**src/rtl/seg_display_decoder.sv**
```systemverilog
// Receive side of a two-digit multiplexed 7-segment display bus.
// Samples the scanned segment/anode lines and recovers tens, units and the binary value.
module seg_display_decoder #(
    parameter int unsigned SETTLE_CYCLES  = 4,
    parameter int unsigned MATCH_FRAMES   = 2,
    parameter int unsigned TIMEOUT_CYCLES = 1024
) (
    input  logic       clk,
    input  logic       rst,
    input  logic [6:0] seg_in,
    input  logic       an3_in,
    input  logic       an4_in,
    output logic [3:0] value_out,
    output logic [3:0] tens_out,
    output logic [3:0] units_out,
    output logic       valid,
    output logic       frame_done,
    output logic       err_seg,
    output logic       err_range
);

    localparam int unsigned SETTLE_W = $clog2(SETTLE_CYCLES + 1);
    localparam int unsigned MATCH_W  = $clog2(MATCH_FRAMES + 1);
    localparam int unsigned TO_W     = $clog2(TIMEOUT_CYCLES + 1);

    typedef enum logic [2:0] {
        S_IDLE,
        S_SETTLE,
        S_LATCH,
        S_WAIT,
        S_FRAME
    } state_t;

    state_t state, next_state;

    logic [6:0]          seg_q;
    logic                an3_q, an4_q;
    logic                cur_id;        // 0 = tens slot, 1 = units slot
    logic [6:0]          cur_seg;
    logic [SETTLE_W-1:0] settle_cnt;
    logic [3:0]          tens_slot, units_slot;
    logic                tens_flag, units_flag;
    logic [3:0]          prev_tens, prev_units;
    logic                prev_ok;
    logic [MATCH_W-1:0]  match_cnt;
    logic                upd_pending;
    logic [TO_W-1:0]     to_cnt;

    logic                active_c, id_c, to_hit_c;
    logic                load_cur_c, settle_inc_c, latch_en_c, frame_en_c;
    logic [4:0]          dec_c;
    logic [6:0]          value_c;

    // Active-low decode; blank is legal only on the tens digit.
    function automatic logic [4:0] decode_seg(input logic [6:0] seg, input logic is_tens);
        logic [4:0] r;
        r = {1'b1, 4'd0};
        case (seg)
            7'b0000001: r = {1'b0, 4'd0};
            7'b1001111: r = {1'b0, 4'd1};
            7'b0010010: r = {1'b0, 4'd2};
            7'b0000110: r = {1'b0, 4'd3};
            7'b1001100: r = {1'b0, 4'd4};
            7'b0100100: r = {1'b0, 4'd5};
            7'b0100000: r = {1'b0, 4'd6};
            7'b0001111: r = {1'b0, 4'd7};
            7'b0000000: r = {1'b0, 4'd8};
            7'b0000100: r = {1'b0, 4'd9};
            7'b1111111: r = {~is_tens, 4'd0};
            default:    r = {1'b1, 4'd0};
        endcase
        return r;
    endfunction

    assign active_c = an3_q ^ an4_q;
    assign id_c     = an3_q;   // an3 high while active means an4 is driving
    assign dec_c    = decode_seg(cur_seg, ~cur_id);
    assign to_hit_c = (to_cnt == TO_W'(TIMEOUT_CYCLES));
    assign value_c  = 7'(prev_tens) * 7'd10 + 7'(prev_units);

    // Input sample stage.
    always_ff @(posedge clk) begin
        if (rst) begin
            seg_q <= 7'h7F;
            an3_q <= 1'b1;
            an4_q <= 1'b1;
        end else begin
            seg_q <= seg_in;
            an3_q <= an3_in;
            an4_q <= an4_in;
        end
    end

    // FSM state register.
    always_ff @(posedge clk) begin
        if (rst) state <= S_IDLE;
        else     state <= next_state;
    end

    // Next-state and datapath strobes.
    always_comb begin
        next_state   = state;
        load_cur_c   = 1'b0;
        settle_inc_c = 1'b0;
        latch_en_c   = 1'b0;
        frame_en_c   = 1'b0;
        case (state)
            S_IDLE: begin
                if (active_c) begin
                    load_cur_c = 1'b1;
                    next_state = S_SETTLE;
                end
            end
            S_SETTLE: begin
                if (!active_c) begin
                    next_state = S_IDLE;
                end else if (id_c != cur_id || seg_q != cur_seg) begin
                    load_cur_c = 1'b1;
                end else begin
                    settle_inc_c = 1'b1;
                    if (settle_cnt >= SETTLE_W'(SETTLE_CYCLES - 1)) next_state = S_LATCH;
                end
            end
            S_LATCH: begin
                latch_en_c = 1'b1;
                next_state = S_WAIT;
            end
            S_WAIT: begin
                if (!active_c || id_c != cur_id)
                    next_state = (tens_flag && units_flag) ? S_FRAME : S_IDLE;
            end
            S_FRAME: begin
                frame_en_c = 1'b1;
                next_state = S_IDLE;
            end
            default: next_state = S_IDLE;
        endcase
    end

    // Digit capture, frame matching, timeout and output registers.
    always_ff @(posedge clk) begin
        if (rst) begin
            cur_id      <= 1'b0;
            cur_seg     <= 7'h7F;
            settle_cnt  <= '0;
            tens_slot   <= '0;
            units_slot  <= '0;
            tens_flag   <= 1'b0;
            units_flag  <= 1'b0;
            prev_tens   <= '0;
            prev_units  <= '0;
            prev_ok     <= 1'b0;
            match_cnt   <= '0;
            upd_pending <= 1'b0;
            to_cnt      <= '0;
            value_out   <= '0;
            tens_out    <= '0;
            units_out   <= '0;
            valid       <= 1'b0;
            frame_done  <= 1'b0;
            err_seg     <= 1'b0;
            err_range   <= 1'b0;
        end else begin
            if (load_cur_c) begin
                cur_id     <= id_c;
                cur_seg    <= seg_q;
                settle_cnt <= SETTLE_W'(1);
            end else if (settle_inc_c) begin
                settle_cnt <= settle_cnt + SETTLE_W'(1);
            end

            if (latch_en_c) begin
                if (cur_id) begin
                    units_slot <= dec_c[3:0];
                    units_flag <= 1'b1;
                end else begin
                    tens_slot <= dec_c[3:0];
                    tens_flag <= 1'b1;
                end
                if (dec_c[4]) err_seg <= 1'b1;
            end

            frame_done  <= frame_en_c;
            upd_pending <= frame_en_c;

            // Timeout saturates and keeps valid/match cleared until a frame arrives.
            if (to_hit_c) begin
                valid     <= 1'b0;
                match_cnt <= '0;
            end else begin
                to_cnt <= to_cnt + TO_W'(1);
            end

            if (frame_en_c) begin
                to_cnt     <= '0;
                tens_flag  <= 1'b0;
                units_flag <= 1'b0;
                if (prev_ok && tens_slot == prev_tens && units_slot == prev_units)
                    match_cnt <= (match_cnt >= MATCH_W'(MATCH_FRAMES)) ? match_cnt
                                                                      : match_cnt + MATCH_W'(1);
                else
                    match_cnt <= MATCH_W'(1);
                prev_tens  <= tens_slot;
                prev_units <= units_slot;
                prev_ok    <= 1'b1;
            end

            // Publish a confirmed frame the cycle after it was assembled.
            if (upd_pending && match_cnt >= MATCH_W'(MATCH_FRAMES)) begin
                if (value_c <= 7'd15) begin
                    tens_out  <= prev_tens;
                    units_out <= prev_units;
                    value_out <= value_c[3:0];
                    valid     <= 1'b1;
                end else begin
                    valid     <= 1'b0;
                    err_range <= 1'b1;
                end
            end
        end
    end

endmodule

```
**config.mk**
```make
export PLATFORM = sky130hd
export DESIGN_NAME = seg_display_decoder
export DESIGN_NICKNAME = d
export VERILOG_FILES = /design/src/rtl/seg_display_decoder.sv
export SDC_FILE = /design/constraint.sdc
export NUM_CORES = 1
export LEC_CHECK = 0
export BUFFER_PORTS_ARGS = -buffer_cell sky130_fd_sc_hd__buf_2
export CAP_MARGIN = 20
export CELL_PAD_IN_SITES_DETAIL_PLACEMENT = 1
export CELL_PAD_IN_SITES_GLOBAL_PLACEMENT = 1
export CORE_MARGIN = 5
export CORE_UTILIZATION = 30
export CTS_CLUSTER_SIZE = 20
export DETAILED_ROUTE_END_ITERATION = 8
export PLACE_DENSITY_LB_ADDON = 0.1
export RECOVER_POWER = 25
export SKIP_LAST_GASP = 1
export SYNTH_ARGS = -nofsm -noshare
export SYNTH_HDL_FRONTEND = slang
export SYNTH_SLANG_ARGS = --single-unit
```
**constraint.sdc**
```tcl
create_clock -name clk -period 2.25 [get_ports clk]
set_input_delay 0.45 -clock clk [delete_from_list [all_inputs] [get_ports clk]]
set_output_delay 0.45 -clock clk [all_outputs]
set_load 0.01 [all_outputs]
```
After elaboration in Yosys (flattened, before gate mapping):

Index checks and enable logic that the tools add are counted.

* bits in registers: 71
* input bits: 11

* add/subtract/negate cells: 4
* $mul: 1
* order comparisons: 3
* equality and inequality tests: 24
* multiplexer cells: 26
* bitwise operators: 3
* reductions and logical operators: 21

Operators by type and width (number)
* case mux 5 bit (11 select lines): 1
* == test 7 bit, second input constant: 3
* 2-to-1 mux 3 bit: 6
* == test 7 x 3 -> 1 bit, second input constant: 2
* == test 7 x 6 -> 1 bit, second input constant: 2
* 2-to-1 mux 1 bit: 13
* case mux 3 bit (4 select lines): 1
* AND reduction 2 bit: 6
* adder 11 x 1 -> 11 bit, second input constant: 1
* == test 11 bit, second input constant: 1
* inequality test 3 bit, second input constant: 3
* == test 4 bit: 2
* 2-to-1 mux 2 bit: 4
* adder 7 x 4 -> 7 bit: 1
* == test 7 x 1 -> 1 bit, second input constant: 1
* == test 7 x 4 -> 1 bit, second input constant: 1
* == test 7 x 5 -> 1 bit, second input constant: 1
* <= comparator 7 x 4 -> 1 bit, second input constant: 1
* zero test 7 bit: 1
* inequality test 7 bit: 1
* == test 3 x 2 -> 1 bit, second input constant: 2
* multiplier 4 x 3 -> 6 bit, second input constant: 1
* nonzero test 2 bit: 3
* logical AND 1 bit: 4
* other kinds (16): 20

Longest topological paths before layout:

* depth in word-level cells: 7
* mapped depth: 10
* gate-level depth less buffers: 9

Worst setup path before layout:

OpenSTA, ideal clock, no wires.

* kind: register to register
* start point: reg prev_tens[1]
* end point: reg tens_out[0]
* setup time: 0.132 ns
* arrival: 2.178 ns
* required time: 2.118 ns
* setup slack: -0.061 ns
* stages on the path, launching flop included: 11
* buffers on the path: 1
* period minus slack after synthesis: 2.311 ns
* cells stage by stage: dfxtp_1 > ha_1 > ha_1 > inv_1 > fa_1 > xor2_1 > nand2_1 > or4_4 > buf_6 > nand3_1 > a21oi_1

* longest elaborated chain between the ends: 4

RTL lines
* start, declared: line 43 `logic [3:0] prev_tens, prev_units;`
* start signal, assigned: line 203 `prev_tens <= tens_slot;`
* multiplier 4 x 3 -> 6 bit: line 79 `assign value_c = 7'(prev_tens) * 7'd10 + 7'(prev_units);`
* adder 7 x 4 -> 7 bit: line 79
* <= comparator 7 x 4 -> 1 bit: line 210 `if (value_c <= 7'd15) begin`
* AND reduction 2 bit (no line)
* end signal, assigned: line 211 `tens_out <= prev_tens;`
* end, declared: line 14 `output logic [3:0] tens_out,`

Every way passes these cells.
A chain may end at the register's enable or synchronous reset.

Worst setup path after layout:

* start point: reg prev_tens[1]
* end point: reg tens_out[1]

* longest elaborated chain between the ends: 4

RTL lines (line)
* multiplier 4 x 3 -> 6 bit: 79
* adder 7 x 4 -> 7 bit: 79
* <= comparator 7 x 4 -> 1 bit: 210
* AND reduction 2 bit (no line)

Parallel ways exist; a longest one is shown, timed or not.

==> impl_metrics.sql <==
INSERT INTO impl_metrics (metric_group, metric, value, unit) VALUES
('grt', 'number_of_global_route_vias_before_repair', '2810', ''),
('pwr', 'leakagePower', '1.57', 'nW'),
('yosys', 'mapped_area', '3450', 'sq um'),
('sta', 'fin_ws', '-0.0333', 'ns'),
('drt', 'detailroute.via_count', '2850', ''),
('drt', 'drtPass1Iterations', '4', ''),
('yosys', 'yosysWarnings', '0', ''),
('grt', 'gr-usage-all-layers', '0.135', ''),
('yosys', 'synth_fp_nets', '417', ''),
('pwr', 'p_per_area', '745', 'nW/um^2'),
('layout', 'post_route_cells_drive_above_1_share', '0.233', ''),
('cts', 'path_clk_slew', '0.06', 'ns'),
('floorplanning', 'boundaryPins', '27', ''),
('sta', 'final_hold_viol_count', '0', ''),
('placed_design', 'postPlaceCellArea', '3850', 'sq um'),
('drt', 'detail_route.iter0.violations', '136', ''),
('yosys', 'main_synth_ff_type', 'dfxtp_1', ''),
('yosys', 'post_synth_num_cell_types', '56', ''),
('cts', 'tritoncts', 'built', ''),
('yosys', 'post_synth_and_or_nand_nor_area_fraction', '0.239', ''),
('critical_path', 'worst_ep_required_time', '2.47', 'ns'),
('yosys', 'synth_top_cell_by_area', 'dfxtp_1', ''),
('yosys', 'syn_avg_cell_area', '8.79', 'sq um'),
('cts', 'post_cts.repair.setup_buffers', '0', ''),
('drt', 'drt-vias-per-instance', '4.94', ''),
('floorplanning', 'core_area', '11300', 'sq um'),
('placed_design', 'globalplace.congestion', '0.738', ''),
('sta', 'final.setup.tns', '-0.166', 'ns'),
('floorplanning', 'floorplan.die.height', '117', 'um'),
('sta', 'timing_worst_slew_pin_value', '0.622', 'ns'),
('run_status', 'failing_checks', 'negative setup slack', ''),
('layout', 'final_cell_area', '4250', 'sq um'),
('floorplanning', 'floorplan.initialDensity', '0.304', ''),
('drt', 'detail-route-antenna-nets', '0', ''),
('sta', 'final_number_of_max_transition_violations', '0', ''),
('cts', 'cts-root-buf', 'clkbuf_16', ''),
('cts', 'ctsLongestPathBuffers', '2', ''),
('sta', 'max_freq', '438', 'MHz'),
('drt', 'routed_wirelength', '8.36', 'mm'),
('yosys', 'post_synth_inst_count', '392', ''),
('sta', 'fin_skew', '0.00501', 'ns'),
('yosys', 'synth_top_family_by_area', 'simple AND/OR/NAND/NOR gates', ''),
('grt', 'use_met1', '0.171', ''),
('grt', 'grt_antenna_before_repair', '0', ''),
('yosys', 'synth.top_cell.area_share', '0.407', ''),
('layout', 'antenna_diode_instance_count', '0', ''),
('yosys', 'synth_mux_area_frac', '0.0178', ''),
('critical_path', 'cp_cell_sequence', 'ha_4 -> ha_4 -> inv_2 -> fa_2 -> inv_2 -> or4_4 -> nand3_2 -> a21oi_2', ''),
('layout', 'areaGrowthSynthToFinish', '23.4', '%'),
('yosys', 'synth.top_cells.by_area', 'dfxtp_1 (41%), a21oi_1 (5.2%), nor2_1 (5.0%)', ''),
('worst_hold_path', 'type_of_the_tightest_min_delay_check', 'input pin to register', ''),
('floorplanning', 'die_w', '117', 'um'),
('drt', 'drc_errors', '0', ''),
('sta', 'final.min_clock_period', '2.28', 'ns'),
('placed_design', 'place_hpwl', '6.04', 'mm'),
('yosys', 'post_synth_fa_ha_maj_area_fraction', '0.0552', ''),
('critical_path', 'worstSetupEndpointType', 'register', ''),
('grt', 'grt.met3_usage', '0.0262', ''),
('floorplanning', 'core.rowCount', '39', ''),
('yosys', 'count_leader_synth', 'dfxtp_1', ''),
('sta', 'rsz0062_at_grt', 'yes', ''),
('run_status', 'status', 'finished, violations left', ''),
('layout', 'finalNetCount', '454', ''),
('grt', 'grt_first_pass_wirelength', '14.2', 'mm'),
('grt', 'grt_max_degree', '34', ''),
('yosys', 'synth_edf_count', '0', ''),
('sta', 'max-slew-margin-rel', '0.583', ''),
('drt', 'avgRoutedWirePerCell', '14.5', 'um'),
('sta', 'setup_viol_count_final', '11', ''),
('critical_path', 'cp.arrival', '2.50', 'ns'),
('critical_path', 'crit_fanout', '6', '');
sequential cells by signal (all words and copies together) (netlist names), 2 cells and up:
name,count
value_out,4
to_cnt,11
prev_units,4
cur_seg,7
tens_out,4
settle_cnt,3
seg_q,7
units_slot,4
units_out,3
tens_slot,4
state,3
prev_tens,4
match_cnt,2
timing repair:
| item | in CTS | in global routing |
|---|---|---|
| hold buffers | 0 | 0 |
| pin swaps | 5 | 7 |
| cloned | 1 | 1 |
| resized for setup | 6 | 6 |
| endpoints found under the hold margin | 0 | 0 |
| setup endpoints to repair | 13 | 13 |
report_power, final:
group	internal, mW	total [mW]	switching [mW]
combinational	0.0911	0.207	0.116
sequential	1.27	1.32	0.0450
clock	1.10	1.64	0.544
total	2.46	3.17	0.705
stage by stage:
step / hold WS (ns) / utilization / cells / setup WS, ns
after floorplan: 0.416 / - / 392 / -0.0183
after global placement: 0.440 / 0.340 / 559 / -0.0410
after detailed placement: 0.446 / 0.340 / 559 / -0.0835
after CTS: 0.275 / 0.373 / 576 / -0.0872
after global routing: 0.283 / 0.376 / 577 / -0.117
final: 0.288 / 0.376 / 577 / -0.0333
cell type report:
class                      count  area [sq um]  share of cell area
tap                          143           179              0.0421
inverter                      11          41.3             0.00971
multi-input combinational    288          1980               0.465
timing repair buffer          49           302              0.0709
sequential                    70          1410               0.331
clock buffer                  14           285              0.0671
clock inverter                 2          60.1              0.0141
layer usage:
layer  up-vias  share of wire
met4         0          0.026
met5         -              0
li1       1447              -
met3        12          0.032
met1      1351           0.48
met2        40           0.46
cell families (layout without fill, tap and decap cells):
group                    Yosys count  in the layout
AO/OA/AOI/OAI                     75             76
XOR/XNOR                          30             30
adder cells (fa/ha/maj)           14             14
buffers and inverters             36             76
flip-flops                        70             70
multiplexers                       6              6
AND/OR/NAND/NOR                  161            162
final timing paths:
path           startpoint           to  slack (ns)  depth (start not counted)
min             seg_in[2]     seg_q[2]        0.29                          2
max reg2reg  prev_tens[1]  tens_out[1]       -0.03                          8
min reg2reg     tens_flag     state[2]        0.46                          2
max          prev_tens[1]  tens_out[1]       -0.03                          8
cell usage in the layout (no fill, tap or decap), types with 5 or more instances in the layout:
cell type and n:
nor4_1 5, clkbuf_1 11, dfxtp_1 68, clkbuf_16 10, a21oi_1 34, o211ai_1 11
buf_2 18, nor2_1 46, a21oi_2 5, buf_4 21, nor3_1 13, ha_1 10
xor2_1 9, mux2i_1 5, nand3_2 5, xnor2_1 18, nor3_2 5, o21ai_0 6
nand2_1 33, or2_2 10, inv_1 8, nand3_1 17
worst max-delay path, delay by kind of cell, from the launching register on:
family	cells	cell delay, ns
fa+ha+maj	3	0.95
simple gates	2	0.72
flops	1	0.35
buf+inv	2	0.08
compound gates	1	0.05
Power figures use the tool's default switching activity.
